===== src/rtl/execute_stage.sv =====
// Execute stage: operand forwarding, ALU, and EX/MEM pipeline register.
// Optional iterative shift-add multiplier enabled by defining EXEC_MUL_EN.
module execute_stage (
    input  logic        clk,
    input  logic        reset,
    input  logic        flush,
    input  logic        IValid,
    input  logic        IRegWrite,
    input  logic        IMemWrite,
    input  logic        IMemRead,
    input  logic        IDataInSelect,
    input  logic [1:0]  IRegStore,
    input  logic [15:0] IPCP2,
    input  logic [15:0] srcA,
    input  logic [15:0] srcB,
    input  logic [15:0] IThirdArg,
    input  logic [2:0]  rdEx,
    input  logic [3:0]  ALUOp,
    input  logic [1:0]  fwdA,
    input  logic [1:0]  fwdB,
    input  logic [15:0] memFwd,
    input  logic [15:0] wbFwd,
    output logic        stall,
    output logic        ORegWrite,
    output logic        MemWrite,
    output logic        MemRead,
    output logic        DataInSelect,
    output logic [1:0]  ORegStore,
    output logic [15:0] OPCP2,
    output logic [15:0] OALUResult,
    output logic [15:0] thirdArg,
    output logic [2:0]  rdMem
);

    localparam logic [3:0] OP_MUL = 4'd10;

    logic [15:0] opA;
    logic [15:0] opB;
    logic [15:0] aluResult;
    logic        loadReal;
    logic [15:0] loadValue;

    always_comb begin
        case (fwdA)
            2'd1:    opA = memFwd;
            2'd2:    opA = wbFwd;
            default: opA = srcA;
        endcase
        case (fwdB)
            2'd1:    opB = memFwd;
            2'd2:    opB = wbFwd;
            default: opB = srcB;
        endcase
    end

    // MUL (10) yields 0 here; the multiplier path supplies its own result.
    always_comb begin
        case (ALUOp)
            4'd0:    aluResult = opA + opB;
            4'd1:    aluResult = opA - opB;
            4'd2:    aluResult = opA & opB;
            4'd3:    aluResult = opA | opB;
            4'd4:    aluResult = opA ^ opB;
            4'd5:    aluResult = opA << opB[3:0];
            4'd6:    aluResult = opA >> opB[3:0];
            4'd7:    aluResult = $signed(opA) >>> opB[3:0];
            4'd8:    aluResult = {15'd0, $signed(opA) < $signed(opB)};
            4'd9:    aluResult = opB;
            default: aluResult = 16'd0;
        endcase
    end

`ifdef EXEC_MUL_EN
    typedef enum logic [1:0] {IDLE, RUN, DONE} state_t;

    state_t      state;
    state_t      nextState;
    logic [15:0] mulA;
    logic [15:0] mulB;
    logic [15:0] mulAcc;
    logic [3:0]  cnt;
    logic        startMul;

    always_comb begin
        nextState = state;
        stall     = 1'b0;
        loadReal  = 1'b0;
        loadValue = aluResult;
        startMul  = 1'b0;
        case (state)
            IDLE: begin
                if (IValid && ALUOp == OP_MUL) begin
                    stall     = 1'b1;
                    startMul  = 1'b1;
                    nextState = RUN;
                end else if (IValid) begin
                    loadReal = 1'b1;
                end
            end
            RUN: begin
                stall = 1'b1;
                if (cnt == 4'd15) nextState = DONE;
            end
            DONE: begin
                loadReal  = 1'b1;
                loadValue = mulAcc;
                nextState = IDLE;
            end
            default: nextState = IDLE;
        endcase
        if (flush) begin
            stall     = 1'b0;
            loadReal  = 1'b0;
            startMul  = 1'b0;
            nextState = IDLE;
        end
    end

    always_ff @(posedge clk) begin
        if (reset) begin
            state  <= IDLE;
            mulA   <= 16'd0;
            mulB   <= 16'd0;
            mulAcc <= 16'd0;
            cnt    <= 4'd0;
        end else begin
            state <= nextState;
            if (startMul) begin
                mulA   <= opA;
                mulB   <= opB;
                mulAcc <= 16'd0;
                cnt    <= 4'd0;
            end else if (state == RUN && !flush) begin
                // Only the low 16 product bits are kept, so A can shift out freely.
                mulAcc <= mulAcc + (mulB[0] ? mulA : 16'd0);
                mulA   <= mulA << 1;
                mulB   <= mulB >> 1;
                cnt    <= cnt + 4'd1;
            end
        end
    end
`else
    always_comb begin
        stall     = 1'b0;
        loadReal  = IValid && !flush;
        loadValue = aluResult;
    end
`endif

    always_ff @(posedge clk) begin
        if (reset || !loadReal) begin
            ORegWrite    <= 1'b0;
            MemWrite     <= 1'b0;
            MemRead      <= 1'b0;
            DataInSelect <= 1'b0;
            ORegStore    <= 2'd0;
            OPCP2        <= 16'd0;
            OALUResult   <= 16'd0;
            thirdArg     <= 16'd0;
            rdMem        <= 3'd0;
        end else begin
            ORegWrite    <= IRegWrite;
            MemWrite     <= IMemWrite;
            MemRead      <= IMemRead;
            DataInSelect <= IDataInSelect;
            ORegStore    <= IRegStore;
            OPCP2        <= IPCP2;
            OALUResult   <= loadValue;
            thirdArg     <= IThirdArg;
            rdMem        <= rdEx;
        end
    end

endmodule


===== config.mk =====
export PLATFORM = sky130hd
export DESIGN_NAME = execute_stage
export DESIGN_NICKNAME = d
export VERILOG_FILES = /design/src/rtl/execute_stage.sv
export SDC_FILE = /design/constraint.sdc
export NUM_CORES = 1
export LEC_CHECK = 0
export ABC_AREA = 1
export ABC_CLOCK_PERIOD_IN_PS = 4120
export CAP_MARGIN = 5
export CORE_MARGIN = 2
export CORE_UTILIZATION = 40
export DETAILED_ROUTE_END_ITERATION = 8
export GPL_ROUTABILITY_DRIVEN = 1
export GPL_TIMING_DRIVEN = 1
export PLACE_DENSITY = 0.68
export SYNTH_ARGS = -nofsm -noshare
export SYNTH_HDL_FRONTEND = slang
export SYNTH_SLANG_ARGS = --single-unit

===== constraint.sdc =====
create_clock -name clk -period 4.12 [get_ports clk]
set_input_delay 1.236 -clock clk [delete_from_list [all_inputs] [get_ports clk]]
set_output_delay 1.236 -clock clk [all_outputs]
set_load 0.005 [all_outputs]

Word-level counts from Yosys, hierarchy flattened
Index checks and enable logic that the tools add are counted.

Input bits: 117. RAM bits: 0. Output and inout bits: 58. Memories: 0. Register bits after elaboration: 57. Bits in latches: 0. Bits in read-only memories: 0.

Reductions and logical operators: 5. Bitwise gates (word level): 3. $add $sub $neg: 2. Muxes and demuxes: 3. Order comparisons: 1. Multipliers: 0. Divide/modulo/power cells: 0. Shift operators: 3. Equal/unequal tests: 13.

Operators with widths (number): $pmux 16 s10 (1); $pmux 16 s2 (2); $add 16x16->16 (1); $and 16x16->16 (1); $eq 4x3->1 const B (4); $lt 16x16->1 (1); $or 16x16->16 (1); $shl 16x4->16 (1); $shr 16x4->16 (1); $sshr 16x4->16 (1); $sub 16x16->16 (1); $xor 16x16->16 (1); $eq 4x2->1 const B (2); $eq 4x4->1 const B (2); $eq 2x1->1 const B (2); $eq 2x2->1 const B (2); $eq 4x1->1 const B (1); $logic_not 4->1 (1); $logic_not 1->1 (2); $logic_and 1x1->1 (1); $logic_or 1x1->1 (1).

Depth between registers and ports, before layout
Depth after elaboration: 4. Gate-level depth with buffers: 25. Mapped depth without buffers: 21.

Least setup slack after synthesis
OpenSTA, ideal clock, no wires.

Path kind: input -> register. Start: input port fwdA[0]. End: register OALUResult[10]. Arrival time: 3686 ps. Slack: 306 ps. Buffers on the path: 1. Data required time: 3992 ps. Cell stages on the path: 20. Cells stage by stage: inv_1 > ha_1 > inv_2 > buf_2 > o21ai_0 > inv_1 > ha_1 > inv_1 > fa_1 > nand3b_1 > nand2_1 > nand2_1 > nand2_1 > nand2_1 > nor2_1 > o21ai_0 > nand3_1 > nand3_1 > nor2_1 > nor2_1.

Word-level cells in the longest chain between the ends: 4. Elaborated cells between the ends (all ways): 12.

Ends and longest elaborated chain: from (decl) (line 19) `input logic [1:0] fwdA,`; $eq 2x2->1 or $eq 2x1->1 (tied branches) (line 44) `case (fwdA)`; $pmux 16 s2 (*) (line 44); $sub 16x16->16, or another cell as far along (line 60) `4'd1: aluResult = opA - opB;`; $pmux 16 s10 (*) (line 58) `case (ALUOp)`; to (signal assigned) (line 168) `OALUResult <= loadValue;`; to (decl) (line 30) `output logic [15:0] OALUResult,`.

Mark *: on every way between the ends. The rest lies on a longest branch, timed or not. A chain may end at the register's enable or synchronous reset.

Worst setup path in the final report
Start: input port fwdA[1]. End: register OALUResult[9].

Same word-level chain as after synthesis.

==> results.py <==
metrics = {
    "timing": {
        "fin_crit_ns": 3.99,
        "fin_crit_sh_pct": 96.8,
        "setup_viol": 0,
        "max-slew-margin-rel_pct": 58.0,
        "hold_violations": 0,
        "slew_violations": 0,
        "tightest_slew_ns": 0.628,
        "max_freq_ghz": 0.251,
        "fin_ws_ns": 0.132,
    },
    "cells_and_area": {
        "fin_util_pct": 62.8,
        "nets": 1647,
        "multi_input_area_um2": 4880,
        "drive_gt1_share_pct": 20.2,
        "seq_area_um2": 1140,
        "final_common_cell": "nand2_1",
        "fillers": 1619,
        "finalInstanceArea_um2": 10300,
        "final_cell_mix": "nand2_1 (332), buf_4 (174), clkdlybuf4s50_1 (172)",
        "area_delta_synth_final_pct": 55.0,
        "num_antenna_cells": 0,
    },
    "pwr": {
        "finalPower_mw": 3.31,
        "p_per_area_nw_per_um2": 320,
        "p_leak_nw": 5.17,
        "max-vdd-ir-drop_v": 0.000188,
    },
    "synth": {
        "synth-seq-area-share_pct": 17.1,
        "synth-simple-area-share_pct": 44.9,
        "synth.distinct_cells": 47,
        "synth-adder-area-share_pct": 10.7,
        "synth_top_area_cell": "nand2_1",
        "synth_top_family_by_area": "simple AND/OR/NAND/NOR gates",
        "synth_xor_area_share_pct": 0.394,
        "syn-instance-count": 1162,
        "yosys_register_bits": 57,
        "synth.avg_cell_area_um2": 5.75,
        "syn_area_um2": 6680,
        "yosysTopAreaCellShare_pct": 19.2,
        "synth_nets": 1335,
        "ys.warnings.count": 0,
        "synthTopCellsByArea": "nand2_1 (19%), dfxtp_1 (17%), nand3_1 (12%)",
        "synth_compound_area_share_pct": 12.9,
        "synthMuxAreaShare_pct": 0,
    },
    "routing": {
        "vias": 8732,
        "wl_per_cell_um": 15.9,
        "ant_nets": 0,
        "wirelength_um": 26900,
        "drc_errors": 0,
        "drtIter0Drc": 866,
        "first_pass_iters": 6,
        "viasPerCell": 5.14,
    },
    "setup_path": {
        "worstSetupEndpointType": "flip-flop",
        "cp_max_fo": 7,
        "cpMaxStageDelayCell": "clkdlybuf4s50_1",
        "worstPathArrival_ns": 4.18,
        "crit_chain": "clkdlybuf4s50_1 -> ha_4 -> inv_4 -> buf_4 -> or2_2 -> nand2_4 -> clkinvlp_4 -> ha_1 -> inv_1 -> o21ai_0 -> a21oi_1 -> nand2_2 -> nand2_1 -> inv_1 -> nor2_1 -> nand2_1 -> nand3_1 -> nand3_1 -> nor2_1 -> nor2_1",
        "worstPathRequired_ns": 4.31,
        "crit_path_end": "OALUResult[9]$_SDFF_PP0_",
        "critPathLaunch": "fwdA[1]",
        "criticalPathCategory": "in2reg",
        "worst_path_most_repeated_cell": "nor2_1",
        "start_kind": "primary input",
        "cpPeakStageDelay_ns": 0.46,
    },
    "floorplan": {
        "die_y_um": 133,
        "core_area_um2": 16500,
        "dieArea_um2": 17700,
        "die_w_um": 133,
        "start_util_pct": 40.5,
        "rows": 47,
        "ios": 175,
    },
    "placed_design": {
        "dpl_cell_area_um2": 9710,
        "dpl.hpwl_um": 21600,
        "place.port_buffers": 173,
        "dpl_worst_slack_ns": -0.425,
        "gp_congestion": 1.01,
    },
    "global_route": {
        "grt_pass1_vias": 8104,
        "grt_pass1_wl_um": 41400,
        "antenna_found_initial": 0,
        "grt-ovfl-total": 0,
        "grt_max_degree": 51,
        "grt_use_total_pct": 29.4,
    },
    "clocking": {
        "clockBufferDepth": 2,
        "cts_tree": "built",
        "root_buffer": "clkbuf_16",
        "path_clk_slew_ns": 0.05,
        "htreeDepth": 3,
        "hold_buffers": 0,
        "cts_buffers": 9,
        "cts_sinks": 57,
    },
    "min_path": {
        "hp-class": "in2reg",
        "worstHoldStart": "IThirdArg[1]",
    },
    "run_status": {
        "outcome": "finished clean",
    },
    "flow_run": {
        "cap_violations": 0,
    },
}
state kept, by name, indices dropped and copies added, names as in the netlist:
register      cells
MemRead           1
OPCP2            16
ORegStore         2
ORegWrite         1
MemWrite          1
DataInSelect      1
rdMem             3
thirdArg         16
OALUResult       16
cells in the mapped netlist, drive strengths merged:
library cell / number
nor3b: 1
nor2: 117
xor2: 2
a31oi: 2
a21oi: 50
clkinv: 2
o22ai: 9
buf: 39
o2bb2ai: 1
a211oi: 6
nand3b: 2
o211ai: 8
dfxtp: 57
nand3: 168
nand2: 358
and2: 5
ha: 54
a221oi: 2
conb: 1
xnor2: 1
nor3: 8
or2: 14
a21boi: 3
o21ai: 60
clkbuf: 12
inv: 157
fa: 2
o221ai: 2
nand4: 9
o21bai: 4
nor4: 6
report_power, final:
part / leakage (nW) / internal (mW) / switching, mW
registers: 0.463 / 0.568 / 0.00457
clock network: 0.155 / 0.523 / 0.257
logic: 4.55 / 0.899 / 1.06
total: 5.17 / 1.99 / 1.32
routing by layer:
metal  global-route usage [%]  share of wire (%)  vias to the layer above
met5                        0                  0                        -
met4                     14.1                5.4                        0
met3                     3.77                7.8                       76
met2                     49.5                 46                      461
met1                     37.5                 41                     3850
li1                         -                  -                     4345
per-stage QoR:
step	TNS [ns]	hold WS, ns	instances
after global routing	-0.0246	1.44	1698
after global placement	-4.00	1.76	1679
after CTS	0	1.43	1694
after detailed placement	-4.48	1.76	1679
final	0	1.43	1698
after floorplan	0	1.35	1162
area by class of cell:
type / instances / area share [%]
clock inverters: 6 / 0.810
well taps: 220 / 2.66
clock buffers: 9 / 2.18
repair buffers: 352 / 30.3
inverters: 159 / 5.85
flip-flops and latches: 57 / 11.0
multi-input cells: 895 / 47.2
logic make-up after synthesis:
| family | after synthesis |
|---|---|
| AND/OR/NAND/NOR | 688 |
| buffers and inverters | 210 |
| AO/OA/AOI/OAI | 147 |
| flip-flops | 57 |
| adder cells (fa/ha/maj) | 56 |
| XOR/XNOR | 3 |
| other | 1 |
worst max-delay path: cells and delay by family:
family          cells  cell delay, ns
fa+ha+maj           2            0.53
simple gates       10            1.13
compound gates      2            0.35
buf+inv             6            0.91
timing repair:
item | 4_1_cts | 5_1_grt
setup buffers | 0 | 4
resized for setup | 6 | 73
endpoints found under the setup margin | 5 | 15
pin swaps | 0 | 9
how the worst min path moves through the flow:
| stage | endpoint | slack [ns] | depth (start not counted) |
|---|---|---|---|
| finish | thirdArg[1]$_SDFF_PP0_ | 1.43 | 3 |
| global placement | thirdArg[4]$_SDFF_PP0_ | 1.76 | 3 |
| floorplan | DataInSelect$_SDFF_PP0_ | 1.35 | 2 |
| CTS | thirdArg[1]$_SDFF_PP0_ | 1.43 | 3 |
| global route | OPCP2[15]$_SDFF_PP0_ | 1.44 | 3 |
| detailed placement | thirdArg[3]$_SDFF_PP0_ | 1.76 | 3 |
(Power assumes the default switching activity.)
